### config.mk
export PLATFORM = sky130hd
export DESIGN_NAME = usr_sequencer
export DESIGN_NICKNAME = d
export VERILOG_FILES = /design/src/rtl/usr_pkg.sv /design/src/rtl/usr_sequencer.sv
export SDC_FILE = /design/constraint.sdc
export NUM_CORES = 1
export LEC_CHECK = 0
export CAP_MARGIN = 20
export CORE_MARGIN = 10
export CORE_UTILIZATION = 35
export CTS_BUF_LIST = sky130_fd_sc_hd__clkbuf_4 sky130_fd_sc_hd__clkbuf_8
export CTS_CLUSTER_DIAMETER = 200
export DETAILED_ROUTE_END_ITERATION = 7
export SLEW_MARGIN = 20
export SYNTH_ARGS = -nofsm -noshare
export SYNTH_HDL_FRONTEND = slang
export SYNTH_SLANG_ARGS = --single-unit
export TNS_END_PERCENT = 20
### constraint.sdc
create_clock -name i_clk -period 1.6 [get_ports i_clk]
set_input_delay 0.48 -clock i_clk [delete_from_list [all_inputs] [get_ports i_clk]]
set_output_delay 0.48 -clock i_clk [all_outputs]
set_load 0.02 [all_outputs]
### src/rtl/usr_pkg.sv
// Shared encodings for the universal shift-register sequencer and its shift stage.
// Latency: n/a (types, constants and a pure helper function only).
// Backpressure: n/a.
package usr_pkg;

  // Default widths: 4-bit parallel data, 2-bit mode select
  localparam int DATA_W_DEF = 4;
  localparam int SEL_W_DEF  = 2;

  // Mode encoding shared by cmd_op, sel_mux and the shift-register mux select
  typedef enum logic [1:0] {
    OP_HOLD = 2'b00,
    OP_SHR  = 2'b01,
    OP_SHL  = 2'b10,
    OP_LOAD = 2'b11
  } op_e;

  // Sequencer states
  typedef enum logic {
    ST_IDLE = 1'b0,
    ST_RUN  = 1'b1
  } state_e;

  // Number of capture steps a command occupies: a load is always a single
  // step, otherwise a count of 0 stands for the full 8 serial bits.
  function automatic logic [3:0] steps_of(input logic [1:0] op, input logic [2:0] cnt);
    logic [3:0] n;
    if (op == OP_LOAD) begin
      n = 4'd1;
    end else if (cnt == 3'd0) begin
      n = 4'd8;
    end else begin
      n = {1'b0, cnt};
    end
    return n;
  endfunction

endpackage

### src/rtl/usr_sequencer.sv
// Command sequencer driving a universal shift register one step per step_en pulse.
// Latency: first step outputs valid the cycle after accept; done pulses the cycle after the last step.
// Backpressure: cmd_ready is low while a command runs; cmd_valid is ignored until it returns to idle.
module usr_sequencer
  import usr_pkg::*;
#(
  parameter int DATA_WIDTH  = DATA_W_DEF,
  parameter int DATA_WIDTH1 = SEL_W_DEF
) (
  input  logic                   i_clk,
  input  logic                   clr,
  input  logic                   step_en,
  input  logic                   cmd_valid,
  output logic                   cmd_ready,
  input  logic [1:0]             cmd_op,
  input  logic [2:0]             cmd_cnt,
  input  logic [DATA_WIDTH-1:0]  cmd_data,
  input  logic [7:0]             cmd_serial,
  output logic [DATA_WIDTH1-1:0] sel_mux,
  output logic [DATA_WIDTH-1:0]  in,
  output logic                   sr,
  output logic                   sl,
  output logic                   busy,
  output logic                   done
);

  state_e                r_state;
  state_e                w_state_nxt;
  op_e                   r_op;
  logic [DATA_WIDTH-1:0] r_data;
  logic [7:0]            r_serial;
  logic [2:0]            r_idx;
  logic [3:0]            r_rem;
  logic                  r_done;

  logic                  w_accept;
  logic                  w_step;
  logic                  w_last;

  // State register; clr overrides any accept or step in the same cycle
  always_ff @(posedge i_clk) begin
    if (clr) begin
      r_state <= ST_IDLE;
    end else begin
      r_state <= w_state_nxt;
    end
  end

  // Next state and all control outputs; step_en only counts while running,
  // so a step coinciding with acceptance or idle is dropped
  always_comb begin
    w_state_nxt = r_state;
    w_accept    = 1'b0;
    w_step      = 1'b0;
    w_last      = 1'b0;
    cmd_ready   = 1'b0;
    busy        = 1'b0;
    sel_mux     = '0;
    sr          = 1'b0;
    sl          = 1'b0;
    case (r_state)
      ST_IDLE: begin
        cmd_ready = 1'b1;
        if (cmd_valid) begin
          w_accept    = 1'b1;
          w_state_nxt = ST_RUN;
        end
      end
      ST_RUN: begin
        busy    = 1'b1;
        sel_mux = DATA_WIDTH1'(r_op);
        w_step  = step_en;
        w_last  = step_en && (r_rem == 4'd1);
        if (w_last) begin
          w_state_nxt = ST_IDLE;
        end
        case (r_op)
          OP_SHR:  sr = r_serial[r_idx];
          OP_SHL:  sl = r_serial[r_idx];
          default: begin
            sr = 1'b0;
            sl = 1'b0;
          end
        endcase
      end
      default: w_state_nxt = ST_IDLE;
    endcase
  end

  // Command latch, step index and remaining-step counter, one-cycle done pulse
  always_ff @(posedge i_clk) begin
    if (clr) begin
      r_op     <= OP_HOLD;
      r_data   <= '0;
      r_serial <= '0;
      r_idx    <= '0;
      r_rem    <= '0;
      r_done   <= 1'b0;
    end else begin
      r_done <= w_last;
      if (w_accept) begin
        r_op     <= op_e'(cmd_op);
        r_data   <= cmd_data;
        r_serial <= cmd_serial;
        r_idx    <= '0;
        r_rem    <= steps_of(cmd_op, cmd_cnt);
      end else if (w_step) begin
        r_idx <= r_idx + 3'd1;
        r_rem <= r_rem - 4'd1;
      end
    end
  end

  // Parallel data holds the most recently latched command data
  assign in   = r_data;
  assign done = r_done;

endmodule

# --- Word level (Yosys, flattened, before mapping) ---
# Index checks and enable logic that the tools add are counted.
classes:
  addsub: 2
  n_mux: 18
  n_bitwise: 1
  order_cmp: 1
  eq_ne: 4
  n_reduce_logical: 5
ops:
  columns: ["op", "count"]
  rows:
  - ["4-bit two-way mux", 4]
  - ["1-bit two-way mux", 11]
  - ["2-bit == test (second input constant)", 2]
  - ["4-bit by 1-bit == test with 1-bit output (second input constant)", 1]
  - ["3-bit by 4-bit < comparator with 1-bit output (second input constant)", 1]
  - ["2-bit OR reduction", 2]
  - ["4-bit by 1-bit subtractor with 4-bit output (second input constant)", 1]
  - ["3-bit by 1-bit adder with 3-bit output (second input constant)", 1]
  - ["1-bit binary-select mux with 3-bit select", 1]
  - ["3-bit logical NOT", 1]
  - ["2-bit by 1-bit == test with 1-bit output (second input constant)", 1]
  - ["2-bit two-way mux", 1]
  - ["1-bit case mux with 2 select lines", 1]
  - ["2-bit nonzero test", 1]
  - ["1-bit logical AND", 1]
  - ["1-bit inverter", 1]
word_totals:
  regBits: 23
  output_inout_bits: 11
  wordCells: 38
  input_bits: 21

# --- Logic depth before layout (Yosys ltp) ---
depth:
  word_depth: 4
  depth_mapped: 6
  mapped_depth_nobuf: 5

# --- Worst setup path after synthesis ---
# Ideal clock, no wire load.
synth_path:
  path_type: "register -> output"
  from: "register r_state"
  to: "output port sl"
  stages_incl_launch_ff: 5
  required_ps: 1120
  arrival_ps: 1552
  path_buffers: 1
  setup_slack_ps: -432
  path_cell_list: "dfxtp_1 buf_6 and2_1 nand2b_1 nor4_1"
synth_between:
  elab_chain_len: 1
synth_lines:
  columns: ["element", "line", "text"]
  rows:
  - ["start, declared", "usr_sequencer.sv:27", "state_e r_state;"]
  - ["start signal, assigned", "usr_sequencer.sv:45", "r_state <= w_state_nxt;"]
  - ["1-bit two-way mux", "usr_sequencer.sv:61", "case (r_state)"]
  - ["end, declared", "usr_sequencer.sv:22", "output logic sl,"]
# Every way passes these cells.

# --- Worst setup path in the final report ---
layout_path:
  from: "register r_idx[1]"
  to: "output port sr"
layout_between:
  elab_chain_len: 4
layout_lines:
  columns: ["element", "line", "text"]
  rows:
  - ["start, declared", "usr_sequencer.sv:32", "logic [2:0] r_idx;"]
  - ["start signal, assigned", "usr_sequencer.sv:108", "r_idx <= r_idx + 3'd1;"]
  - ["1-bit binary-select mux with 3-bit select", "usr_sequencer.sv:78", "OP_SHR: sr = r_serial[r_idx];"]
  - ["1-bit two-way mux (not written as such)", "usr_sequencer.sv:78", null]
  - ["1-bit two-way mux", "usr_sequencer.sv:77", "case (r_op)"]
  - ["1-bit two-way mux", "usr_sequencer.sv:61", null]
  - ["end, declared", "usr_sequencer.sv:21", "output logic sr,"]
# Every way passes these cells. The select of a mux whose other input is x is not followed.

==> run_results.csv <==
group,metric,value,unit
status,status,"finished with violations",
status,violations,"setup timing",
setup_path,end_kind,"output port",
synth,syn_inst,127,
floorplan,die_w,75.3,um
timing,drv_slew,0,
clocking,cts_root_buffer,"clkbuf_4",
timing,fin_crit,1.98,ns
timing,rsz0062_at_grt,"yes",
timing,tns,-0.764,ns
synth,yosys_warnings,0,
floorplan,die_area,5660,um^2
min_path,hold_end,"in[1]",
clocking,cts_tree,"done",
clocking,clockBufferDepth,2,
clocking,h-tree-depth,1,
synth,syn_nets,151,
timing,period_share,124,%
global_route,grt_pass1_wl,4710,um
drt,drt-total-wl,2760,um
clocking,cts_hold_buf,0,
global_route,overflow,0,
drt,viasPerCell,4.98,
drt,initialDrtViolationCount,26,
place,dp_hpwl,2200,um
synth,syn_area_per_cell,8.41,um^2
finish,finish.net_count,201,
global_route,grt_max_degree,15,
place,io_buffers,31,
setup_path,cp.arrival,1.50,ns
synth,postSynth.asyncResetShare,0,%
setup_path,rr_worst_depth,5,
timing,setup_viol,2,
pwr,power,1.19,mW
pwr,power_density,714,nW/um^2
finish,multi_input_area,649,um^2
synth,synth_area_leader_cell,"dfxtp_1",
setup_path,cp_max_fo,6,
synth,synth.top_cells.by_area,"dfxtp_1 (43%), nand2_1 (11%), a21oi_1 (8.0%)",
synth,ys_seq_elements,23,
drt,wl_per_cell,13.3,um
drt,num_vias,1031,
setup_path,reg2reg_setup_slack,0.30,ns
min_path,min_path_type,"flip-flop to flip-flop",
place,pre_cts_ws,-0.532,ns
finish,syn_to_final_growth,55.5,%
floorplan,io_pins,32,
min_path,min_delay_path_depth,2,
floorplan,core-area,2830,um^2
timing,fin_skew,0.0110,ns
clocking,clkLatencyLatePin,0.31,ns
drt,postRouteAntennaNets,0,
timing,setup_slack,-0.384,ns
floorplan,fp-row-count,19,
setup_path,start_kind,"flip-flop",
timing,max_freq,504,MHz
setup_path,critPathKind,"flip-flop to output port",
finish,seq_area,472,um^2
finish,drive_above_1_share,30.7,%
setup_path,rr_endpoint,"r_serial[7]",
timing,hold_viol_final,0,
finish,antennaDiodeCount,0,
global_route,grt_pass1_vias,1059,
synth,synth-edff-count,0,
finish,fillers,274,
min_path,hp-start,"in[1]",
synth,syn_area,1070,um^2
drt,firstDrtPassIters,4,
clocking,cts_num_sinks,23,
synth,synth_ff_type,"dfxtp_1",
pwr,leakagePower,0.672,nW
place,gp_congestion,0.826,
drt,drc,0,
global_route,antenna_found_initial,0,
job,maxCapViolCount,0,
timing,worstMarginPinSlew,0.342,ns
global_route,grt_usage,10.5,%
setup_path,crit_required,1.12,ns
clocking,cts_buffers,3,
floorplan,initial_utilization,37.8,%
timing,relSlewSlack,76.9,%
synth,yosysTopAreaCellShare,43.1,%
floorplan,die_h,75.3,um
clocking,clkSlewWorstSetupHoldPaths,0.13,ns
setup_path,r2r_start,"r_state",
synth,synth.yosys.seq_area_share,43.1,%
synth,ys_types,32,
pwr,peakVddDrop,0.407,mV
==> metal layers <==
| layer | GRT usage (%) | vias to the layer above | part of all wire [%] |
|---|---|---|---|
| met1 | 11.1 | 484 | 40 |
| met5 | 0 | - | 0 |
| li1 | - | 530 | - |
| met3 | 2.50 | 2 | 5.0 |
| met4 | 3.09 | 0 | 0.51 |
| met2 | 20.0 | 15 | 54 |
==> cell usage after synthesis, types with 2 or more instances <==
| cell type | count |
|---|---|
| buf_6 | 2 |
| nor3_1 | 6 |
| nor4_1 | 2 |
| nor2b_1 | 3 |
| clkbuf_1 | 2 |
| nand3_1 | 5 |
| dfxtp_1 | 23 |
| a31oi_1 | 2 |
| a21oi_1 | 17 |
| buf_2 | 3 |
| inv_1 | 3 |
| ha_1 | 3 |
| nand2_1 | 30 |
| mux2_2 | 2 |
| nand2b_1 | 5 |
| mux2i_1 | 2 |
| and2_1 | 2 |
==> what timing repair did <==
item | in CTS | in global routing
pin swaps | 2 | 0
setup buffers | 1 | 0
cloned | 0 | 0
gates resized for setup | 35 | 9
setup endpoints to repair | 11 | 17
==> worst max-delay path by stage <==
stage / slack [ns] / startpoint / endpoint
floorplan: -0.02 / r_state / sr
global placement: -0.49 / r_idx[1] / sr
detailed placement: -0.53 / r_idx[1] / sr
CTS: -0.40 / r_idx[1] / sl
global route: -0.46 / r_idx[1] / sr
finish: -0.38 / r_idx[1] / sr
==> placed cells by master, fill, tap and decap left out, types with 2 or more instances in the layout <==
cell and n:
ha_1 3, dfxtp_1 18, nor3_1 6, and2_4 3
nor4_4 2, dlygate4sd2_1 5, nand2_1 30, a31oi_1 2
inv_1 3, dfxtp_2 3, mux2i_1 2, clkbuf_4 4
dfxtp_4 2, nand2b_1 3, a21oi_1 17, buf_2 4
clkdlybuf4s50_1 20, nand3_1 5, buf_4 22, mux2_4 3
nand2b_4 2
==> where the power goes <==
group	switching (mW)	internal [mW]	leakage, nW
combinational	0.121	0.153	0.462
sequential	0.0242	0.605	0.191
clock	0.168	0.114	0.0184
==> stage by stage <==
| step | area (um^2) | util, % | hold WS, ns | std cells |
|---|---|---|---|---|
| after detailed placement | 1620 | 57.1 | 0.448 | 202 |
| after CTS | 1660 | 58.8 | 0.463 | 207 |
| final | 1660 | 58.7 | 0.459 | 207 |
| after floorplan | 1150 | - | 0.432 | 127 |
| after global routing | 1660 | 58.7 | 0.477 | 207 |
| after global placement | 1620 | 57.1 | 0.443 | 202 |
==> worst max-delay path, stage by stage (launching register included) <==
cell and delay, ns:
dfxtp_4 0.43, mux2_4 0.32, o22ai_4 0.21, nor4_4 0.07, buf_4 0.16
==> cell families after synthesis <==
kind of cell    synth area share [%]
simple gates                    26.6
mux                             5.39
xor+xnor                        1.64
compound gates                  13.8
fa+ha+maj                       3.51
flops                           43.1
buf+inv                         5.97
==> state kept, by name (all words and copies together), names as in the netlist <==
name and flops:
r_serial 8, in 4, r_rem 4, r_idx 3, r_op 2, done 1, r_state 1
==> cell type report <==
cell class / count / share of cell area [%]
inverter: 3 / 0.678
timing repair buffer: 53 / 27.7
multi-input combinational: 93 / 39.1
sequential: 23 / 28.4
tap: 31 / 2.33
clock buffer: 4 / 1.81
No activity file was read; power rests on OpenSTA's default activity.
